<file path="src/rtl/mem_arbiter_pkg.sv">
// rtl/mem_arbiter_pkg.sv - shared types and constants for the memory-port arbiter
package mem_arbiter_pkg;

  // Default widths shared with both cache memory interfaces
  localparam int ARB_ADDR_W = 28;
  localparam int ARB_DATA_W = 128;

  // Arbiter FSM states
  typedef enum logic [1:0] {
    S_IDLE    = 2'd0,
    S_GRANT_I = 2'd1,
    S_GRANT_D = 2'd2
  } arb_state_t;

  // Requester IDs, also used as bit positions in request/grant vectors
  localparam logic REQ_I = 1'b0;
  localparam logic REQ_D = 1'b1;

  // Pack the two request lines into a vector indexed by requester ID
  function automatic logic [1:0] req_vec(input logic ic_req, input logic dc_req);
    return {dc_req, ic_req};
  endfunction

endpackage

</file>
<file path="src/rtl/mem_arbiter_rr_arbiter2.sv">
// rtl/mem_arbiter_rr_arbiter2.sv - combinational two-input round-robin pick
module rr_arbiter2
  import mem_arbiter_pkg::*;
(
  input  logic [1:0] req,
  input  logic       last,
  output logic [1:0] gnt
);

  // A lone request wins outright; on a tie the requester not served last wins
  always_comb begin
    gnt = req;
    if (req == 2'b11) begin
      gnt = (last == REQ_I) ? 2'b10 : 2'b01;
    end
  end

endmodule

</file>
<file path="src/rtl/mem_arbiter.sv">
// rtl/mem_arbiter.sv - shares one slow memory port between I-cache and D-cache
module mem_arbiter
  import mem_arbiter_pkg::*;
#(
  parameter int ADDR_W   = ARB_ADDR_W,
  parameter int DATA_W   = ARB_DATA_W,
  parameter bit DC_FIRST = 1'b1
) (
  input  logic              clk,
  input  logic              proc_reset_n,
  input  logic              ic_mem_read,
  input  logic [ADDR_W-1:0] ic_mem_addr,
  output logic [DATA_W-1:0] ic_mem_rdata,
  output logic              ic_mem_ready,
  input  logic              dc_mem_read,
  input  logic              dc_mem_write,
  input  logic [ADDR_W-1:0] dc_mem_addr,
  input  logic [DATA_W-1:0] dc_mem_wdata,
  output logic [DATA_W-1:0] dc_mem_rdata,
  output logic              dc_mem_ready,
  output logic              mem_read,
  output logic              mem_write,
  output logic [ADDR_W-1:0] mem_addr,
  output logic [DATA_W-1:0] mem_wdata,
  input  logic [DATA_W-1:0] mem_rdata,
  input  logic              mem_ready,
  output logic              arb_busy,
  output logic              arb_err
);

  arb_state_t state;
  logic       last_ptr;
  logic [1:0] req;
  logic [1:0] gnt;
  logic       dc_both;

  assign req     = req_vec(ic_mem_read, dc_mem_read | dc_mem_write);
  assign dc_both = dc_mem_read & dc_mem_write;

  rr_arbiter2 u_rr (
    .req  (req),
    .last (last_ptr),
    .gnt  (gnt)
  );

  // Grant, hold the registered memory request, and release it after mem_ready
  always_ff @(posedge clk or negedge proc_reset_n) begin
    if (!proc_reset_n) begin
      state     <= S_IDLE;
      mem_read  <= 1'b0;
      mem_write <= 1'b0;
      mem_addr  <= '0;
      mem_wdata <= '0;
      last_ptr  <= DC_FIRST ? REQ_I : REQ_D;
      arb_err   <= 1'b0;
    end else begin
      case (state)
        S_IDLE: begin
          // Read and write together is treated as a write-back and flagged
          if (dc_both) begin
            arb_err <= 1'b1;
          end
          if (gnt[REQ_D]) begin
            state     <= S_GRANT_D;
            mem_read  <= dc_mem_read & ~dc_mem_write;
            mem_write <= dc_mem_write;
            mem_addr  <= dc_mem_addr;
            mem_wdata <= dc_mem_write ? dc_mem_wdata : '0;
            last_ptr  <= REQ_D;
          end else if (gnt[REQ_I]) begin
            state     <= S_GRANT_I;
            mem_read  <= 1'b1;
            mem_write <= 1'b0;
            mem_addr  <= ic_mem_addr;
            mem_wdata <= '0;
            last_ptr  <= REQ_I;
          end
        end
        S_GRANT_I, S_GRANT_D: begin
          if (mem_ready) begin
            state     <= S_IDLE;
            mem_read  <= 1'b0;
            mem_write <= 1'b0;
            mem_addr  <= '0;
            mem_wdata <= '0;
          end
        end
        default: begin
          state <= S_IDLE;
        end
      endcase
    end
  end

  // Completion is forwarded to the winner in the same cycle memory reports it
  always_comb begin
    ic_mem_ready = (state == S_GRANT_I) && mem_ready;
    dc_mem_ready = (state == S_GRANT_D) && mem_ready;
    ic_mem_rdata = ic_mem_ready ? mem_rdata : '0;
    dc_mem_rdata = dc_mem_ready ? mem_rdata : '0;
    arb_busy     = (state != S_IDLE);
  end

endmodule

</file>
<file path="config.mk">
export PLATFORM = sky130hd
export DESIGN_NAME = mem_arbiter
export DESIGN_NICKNAME = d
export VERILOG_FILES = /design/src/rtl/mem_arbiter_pkg.sv /design/src/rtl/mem_arbiter_rr_arbiter2.sv /design/src/rtl/mem_arbiter.sv
export SDC_FILE = /design/constraint.sdc
export NUM_CORES = 1
export LEC_CHECK = 0
export CAP_MARGIN = 25
export CELL_PAD_IN_SITES_DETAIL_PLACEMENT = 1
export CELL_PAD_IN_SITES_GLOBAL_PLACEMENT = 1
export CORE_AREA = 4 4 286 288
export DETAILED_ROUTE_END_ITERATION = 8
export DIE_AREA = 0 0 290 292
export GPL_TIMING_DRIVEN = 1
export PLACE_DENSITY = 0.46
export SLEW_MARGIN = 20
export SYNTH_ARGS = -nofsm -noshare
export SYNTH_HDL_FRONTEND = slang
export SYNTH_SLANG_ARGS = --single-unit
</file>
<file path="constraint.sdc">
create_clock -name clk -period 5.9 [get_ports clk]
set_input_delay 0.59 -clock clk [delete_from_list [all_inputs] [get_ports clk]]
set_output_delay 0.59 -clock clk [all_outputs]
set_load 0.01 [all_outputs]
</file>
==> flow_metrics.tcl, run 1 <==
set metrics [dict create \
    place.gp.congestion 0.897 \
    fin_crit_ns 3.36 \
    fin_skew_ns 0.00892 \
    synthCells 723 \
    area_growth_syn_to_layout_pct 115 \
    wl_per_cell_um 24.5 \
    ys_top_cells_by_area "dfrtp_1 51%, and3_1 20%, a22o_1 14%" \
    timing.hold.ws_ns 0.475 \
    post-route-drc-count 0 \
    fin_crit_sh_pct 57.0 \
    antenna_left 0 \
    routed_via_density 3.69 \
    clock-sinks 162 \
    cp-start-kind "register" \
    wl_um 60300 \
    tightest_slew_ns 1.16 \
    path_class "reg2out" \
    yosysTopAreaCell "dfrtp_1" \
    die_area_um2 84700 \
    synth_area_um2 7930 \
    hold_violations 0 \
    final_cell_mix "733 x clkdlybuf4s50_1, 256 x and3_1, 162 x dfrtp_1" \
    dp.cells 2424 \
    cts_resized 0 \
    r2r-end "mem_wdata[8]" \
    cts_buffers 17 \
    antenna_found_initial 22 \
    final_util_pct 21.6 \
    critPathRequiredTime_ns 5.31 \
    grt_pass1_vias 10100 \
    holdPathEnd "arb_err" \
    relSlewSlack_pct 22.5 \
    ys_warn_count 0 \
    synthDistinctLibCells 25 \
    num_vias 9095 \
    finalSetupTns_ns 0 \
    final_common_cell "clkdlybuf4s50_1" \
    avgSynthCellArea_um2 11.0 \
    die_w_um 290 \
    fmax_mhz 298 \
    drive_above_1_share_pct 3.70 \
    grt_pass1_wl_um 83400 \
    worstHoldPathCells 1 \
    core_um2 78900 \
    rr_worst_depth 6 \
    finalSetupViolations 0 \
    p_leak_nw 7.50 \
    crit_arrival_ns 2.77 \
    synth_nets 1044 \
    fp-row-count 103 \
    final_cell_area_um2 17000 \
    synth_top_cell_area_share_pct 51.1 \
    fin_cells 2462 \
    ys_ff_latch 162 \
    place_area_um2 16400 \
    power_mw 6.70 \
    cts_root_buffer "clkbuf_16" \
    status "complete, no violations" \
    dr.pass1.iters 5 \
    grt_usage_pct 13.5 \
    r2r-start "state[0]" \
    timing.final.ws_setup_ns 2.54 \
    ys_seq_area_share_pct 51.1 \
    pre_cts_slack_ns 2.68 \
    holdCritStartpoint "arb_err" \
    slew_viol_final 0 \
    hold_class "reg2reg" \
    nets 1715 \
    grt_overflow_total 0 \
    endpoint_kind "primary output" \
    grt_max_degree 159 \
    die_h_um 292 \
    cts_tree "done" \
    rsz0062_at_grt "no" \
    first_iter_violations 255 \
    clkTransAtPathRegs_ns 0.07 \
    clk_latency_ns 0.45 \
    max-vdd-ir-drop_mv 0.359 \
    io_pins 736 \
    port_buffers 735 \
    hpwl_um 49200 \
    crit_fanout 70 \
    cts_max_path_buffers 2 \
    power-per-cell-area_nw_per_um2 393 \
    initial_core_util_pct 10.1 \
    htree_num_levels 4 \
    max_cap_violations 0 \
    regToRegSetupSlack_ns 3.06 \
]
==> power by group <==
part / leakage (nW) / internal, mW / switching [mW]
Combinational: 5.04 / 1.85 / 1.90
Clock: 0.287 / 0.611 / 0.564
Sequential: 2.17 / 1.52 / 0.249
Total: 7.50 / 3.98 / 2.72
==> worst max path at each step <==
stage                                  end       from  slack, ns
after detailed placement  ic_mem_rdata[62]  mem_ready       2.68
after global routing      dc_mem_rdata[41]   state[0]       2.39
final                     dc_mem_rdata[41]   state[0]       2.54
after CTS                 dc_mem_rdata[70]   state[0]       2.47
after global placement    ic_mem_rdata[65]  mem_ready       2.71
after floorplan            dc_mem_rdata[0]  mem_ready       3.84
==> flip-flops by register name (all words and copies together), names as in the netlist <==
| name | count |
|---|---|
| arb_err | 1 |
| last_ptr | 1 |
| mem_addr | 28 |
| mem_read | 1 |
| mem_wdata | 128 |
| mem_write | 1 |
| state | 2 |
==> Yosys cell counts <==
| library cell | n |
|---|---|
| a22o_1 | 128 |
| and2_1 | 2 |
| buf_4 | 14 |
| clkbuf_1 | 74 |
| nand2_1 | 3 |
| buf_2 | 5 |
| dfrtp_1 | 162 |
| nand2b_1 | 1 |
| o2bb2ai_1 | 31 |
| ha_1 | 3 |
| or4b_4 | 1 |
| o211ai_2 | 1 |
| nand3_1 | 1 |
| mux2i_1 | 28 |
| a31o_2 | 1 |
| inv_1 | 3 |
| o21ai_0 | 2 |
| and4b_1 | 1 |
| buf_6 | 1 |
| and3_1 | 256 |
| a21o_1 | 1 |
| mux2_2 | 1 |
| nor3_1 | 1 |
| a21oi_1 | 1 |
| nand4b_2 | 1 |
==> metal layers <==
layer | global-route usage (%) | wire (um) | part of all wire, % | vias to the layer above
met5 | 0 | 37 | 0.061 | -
met4 | 2.28 | 747 | 1.2 | 6
met3 | 6.22 | 5600 | 9.3 | 59
met2 | 24.7 | 30800 | 51 | 505
met1 | 14.4 | 23100 | 38 | 4451
li1 | - | - | - | 4074
==> worst max-delay path, stage by stage, from the launching register on <==
cell and delay, ns:
dfrtp_1 0.43, inv_1 0.15, ha_4 0.51, buf_16 0.29, and3_1 0.21, clkdlybuf4s50_1 0.62
==> cells by family (layout without fill, tap and decap cells) <==
kind of cell / after synthesis / after routing / share of synthesized area (%)
and+or+nand+nor: 267 / 267 / 21.2
AOI/OAI and AO/OA: 165 / 165 / 18.1
DFF: 162 / 162 / 51.1
buffers and inverters: 97 / 781 / 5.43
muxes: 29 / 29 / 3.68
adders and majority gates: 3 / 3 / 0.473
other: 0 / 5 / 0
==> area by class of cell <==
cell class	instances	area (um2)
timing repair buffer	746	7550
sequential	162	4050
clock buffer	19	443
multi-input combinational	464	3500
inverter	3	11.3
clock inverter	13	145
antenna	5	12.5
tap	1050	1310
fill	9028	61800
==> repair_timing <==
action                    in CTS  in global routing
buffers inserted               0                  0
hold endpoints to repair      21                  0
hold buffers                   1                  0
(Power assumes the default switching activity.)
==> run 2, diff against run 1 <==
--- a/config.mk
+++ b/config.mk
@@ -8,11 +8,11 @@
 export CAP_MARGIN = 25
 export CELL_PAD_IN_SITES_DETAIL_PLACEMENT = 1
 export CELL_PAD_IN_SITES_GLOBAL_PLACEMENT = 1
-export CORE_AREA = 4 4 286 288
+export CORE_AREA = 4 4 288 290
 export DETAILED_ROUTE_END_ITERATION = 8
-export DIE_AREA = 0 0 290 292
+export DIE_AREA = 0 0 292 294
 export GPL_TIMING_DRIVEN = 1
-export PLACE_DENSITY = 0.46
+export PLACE_DENSITY = 0.47
 export SLEW_MARGIN = 20
 export SYNTH_ARGS = -nofsm -noshare
 export SYNTH_HDL_FRONTEND = slang
==> constraint.sdc (replaced) <==
create_clock -name clk -period 2.9 [get_ports clk]
set_input_delay 0.29 -clock clk [delete_from_list [all_inputs] [get_ports clk]]
set_output_delay 0.29 -clock clk [all_outputs]
set_load 0.01 [all_outputs]
==> flow_metrics.tcl, run 2 (synthesis gave the netlist of run 1 again) <==
set metrics [dict create \
    fin_crit_sh_pct 93.4 \
    finalSetupViolations 0 \
    relSlewSlack_pct 50.3 \
    area_growth_syn_to_layout_pct 118 \
    htree_num_levels 4 \
    power-per-cell-area_nw_per_um2 799 \
    core_um2 80300 \
    wl_per_cell_um 24.6 \
    path_buf_inv 3 \
    endpoint_kind "primary output" \
    hpwl_um 51600 \
    fin_crit_ns 2.71 \
    register_area_um2 4050 \
    top_register "mem_wdata" \
    grt.busiest_layer "met2" \
    clock-sinks 162 \
    die_w_um 292 \
    cts_root_buffer "clkbuf_16" \
    first_iter_violations 285 \
    gr-usage-met1_pct 14.3 \
    final_util_pct 21.5 \
    timing.hold.ws_ns 0.434 \
    fp-row-count 104 \
    place_area_um2 16600 \
    path_cells "inv_1, ha_4, buf_4, and3_1, clkdlybuf4s50_1" \
    cts_max_path_buffers 2 \
    clk_latency_ns 0.45 \
    fmax_mhz 369 \
    fillers 9154 \
    grtUsageMet3_pct 5.74 \
    final_cell_area_um2 17300 \
    final_common_cell "clkdlybuf4s50_1" \
    die_area_um2 85800 \
    wl_um 61300 \
    place.gp.congestion 0.783 \
    drive_above_1_share_pct 5.31 \
    max_cap_violations 0 \
    path_class "reg2out" \
    grt_max_degree 86 \
    cts_resized 0 \
    post-route-drc-count 0 \
    p_leak_nw 7.61 \
    initial_core_util_pct 9.88 \
    grt_usage_pct 13.4 \
    multi_input_comb_area_um2 3500 \
    cp-start-kind "register" \
    grt_overflow_total 0 \
    crit_arrival_ns 2.42 \
    use_met2_pct 24.5 \
    grt_pass1_vias 10200 \
    routed_via_density 3.67 \
    clkTransAtPathRegs_ns 0.08 \
    dp.cells 2455 \
    grt_pass1_wl_um 82500 \
    final_cell_mix "733 x clkdlybuf4s50_1, 256 x and3_1, 162 x dfrtp_1" \
    largest_register_ffs 128 \
    max-vdd-ir-drop_mv 0.584 \
    status "complete, no violations" \
    io_pins 736 \
    critPathRequiredTime_ns 2.61 \
    fin_cells 2491 \
    crit_family "buffers and inverters" \
    hold_class "in2reg" \
    nets 1738 \
    cp_slowest_stage_delay_ns 0.58 \
    num_vias 9139 \
    antenna_left 0 \
    cts_tree "done" \
    hold_violations 0 \
    antenna_found_initial 30 \
    die_h_um 294 \
    slew_viol_final 0 \
    rsz0062_at_grt "no" \
    crit_fanout 26 \
    fin_skew_ns 0.0186 \
    cts_buffers 17 \
    dr.pass1.iters 4 \
    reg_top3 "mem_wdata (128), mem_addr (28), state (2)" \
    tightest_slew_ns 0.745 \
    cpMaxStageDelayCell "clkdlybuf4s50_1" \
    port_buffers 735 \
    finalSetupTns_ns 0 \
]
[run 2: area by class of cell]
type | count | area share, %
antenna | 1 | 0.0145
clock buffer | 17 | 2.47
clock inverter | 15 | 0.827
inverter | 3 | 0.0653
multi-input combinational | 464 | 20.3
sequential | 162 | 23.5
tap | 1060 | 7.69
timing repair buffer | 769 | 45.1
[run 2: power breakdown]
part	leakage [nW]	internal (mW)	total (mW)	switching, mW
Clock	0.272	1.14	2.24	1.10
Sequential	2.17	3.09	3.62	0.527
Combinational	5.17	4.03	7.93	3.90
[run 2: metal layers]
| metal | part of all wire (%) | vias to the layer above |
|---|---|---|
| li1 | - | 4109 |
| met1 | 38 | 4446 |
| met2 | 50 | 495 |
| met3 | 10 | 73 |
| met4 | 1.9 | 16 |
| met5 | 0.17 | - |
[run 2: path summary, 6_finish.rpt]
check	startpoint	to	slack, ns	depth (start not counted)
setup / recovery	state[1]	ic_mem_rdata[5]	0.19	5
hold / removal	dc_mem_wdata[16]	mem_wdata[16]	0.43	2
setup reg to reg	state[0]	mem_wdata[4]	0.69	6
hold reg to reg	mem_addr[11]	mem_addr[11]	0.49	1
max in group asynchronous	proc_reset_n	mem_wdata[77]	1.69	3
min in group asynchronous	proc_reset_n	mem_wdata[47]	0.46	2
[run 2: metrics by stage]
stage               setup slack, ns  power [mW]
floorplan                     0.944        7.08
global placement              0.581        11.6
detailed placement            0.542        11.6
CTS                          0.0205        14.0
global route                 0.0250        14.7
finish                        0.190        13.8
[run 2: repair_timing]
item | CTS | global route
buffers inserted | 0 | 2
endpoints found under the hold margin | 72 | 0
hold buffers | 1 | 0
setup endpoints to repair | 0 | 21
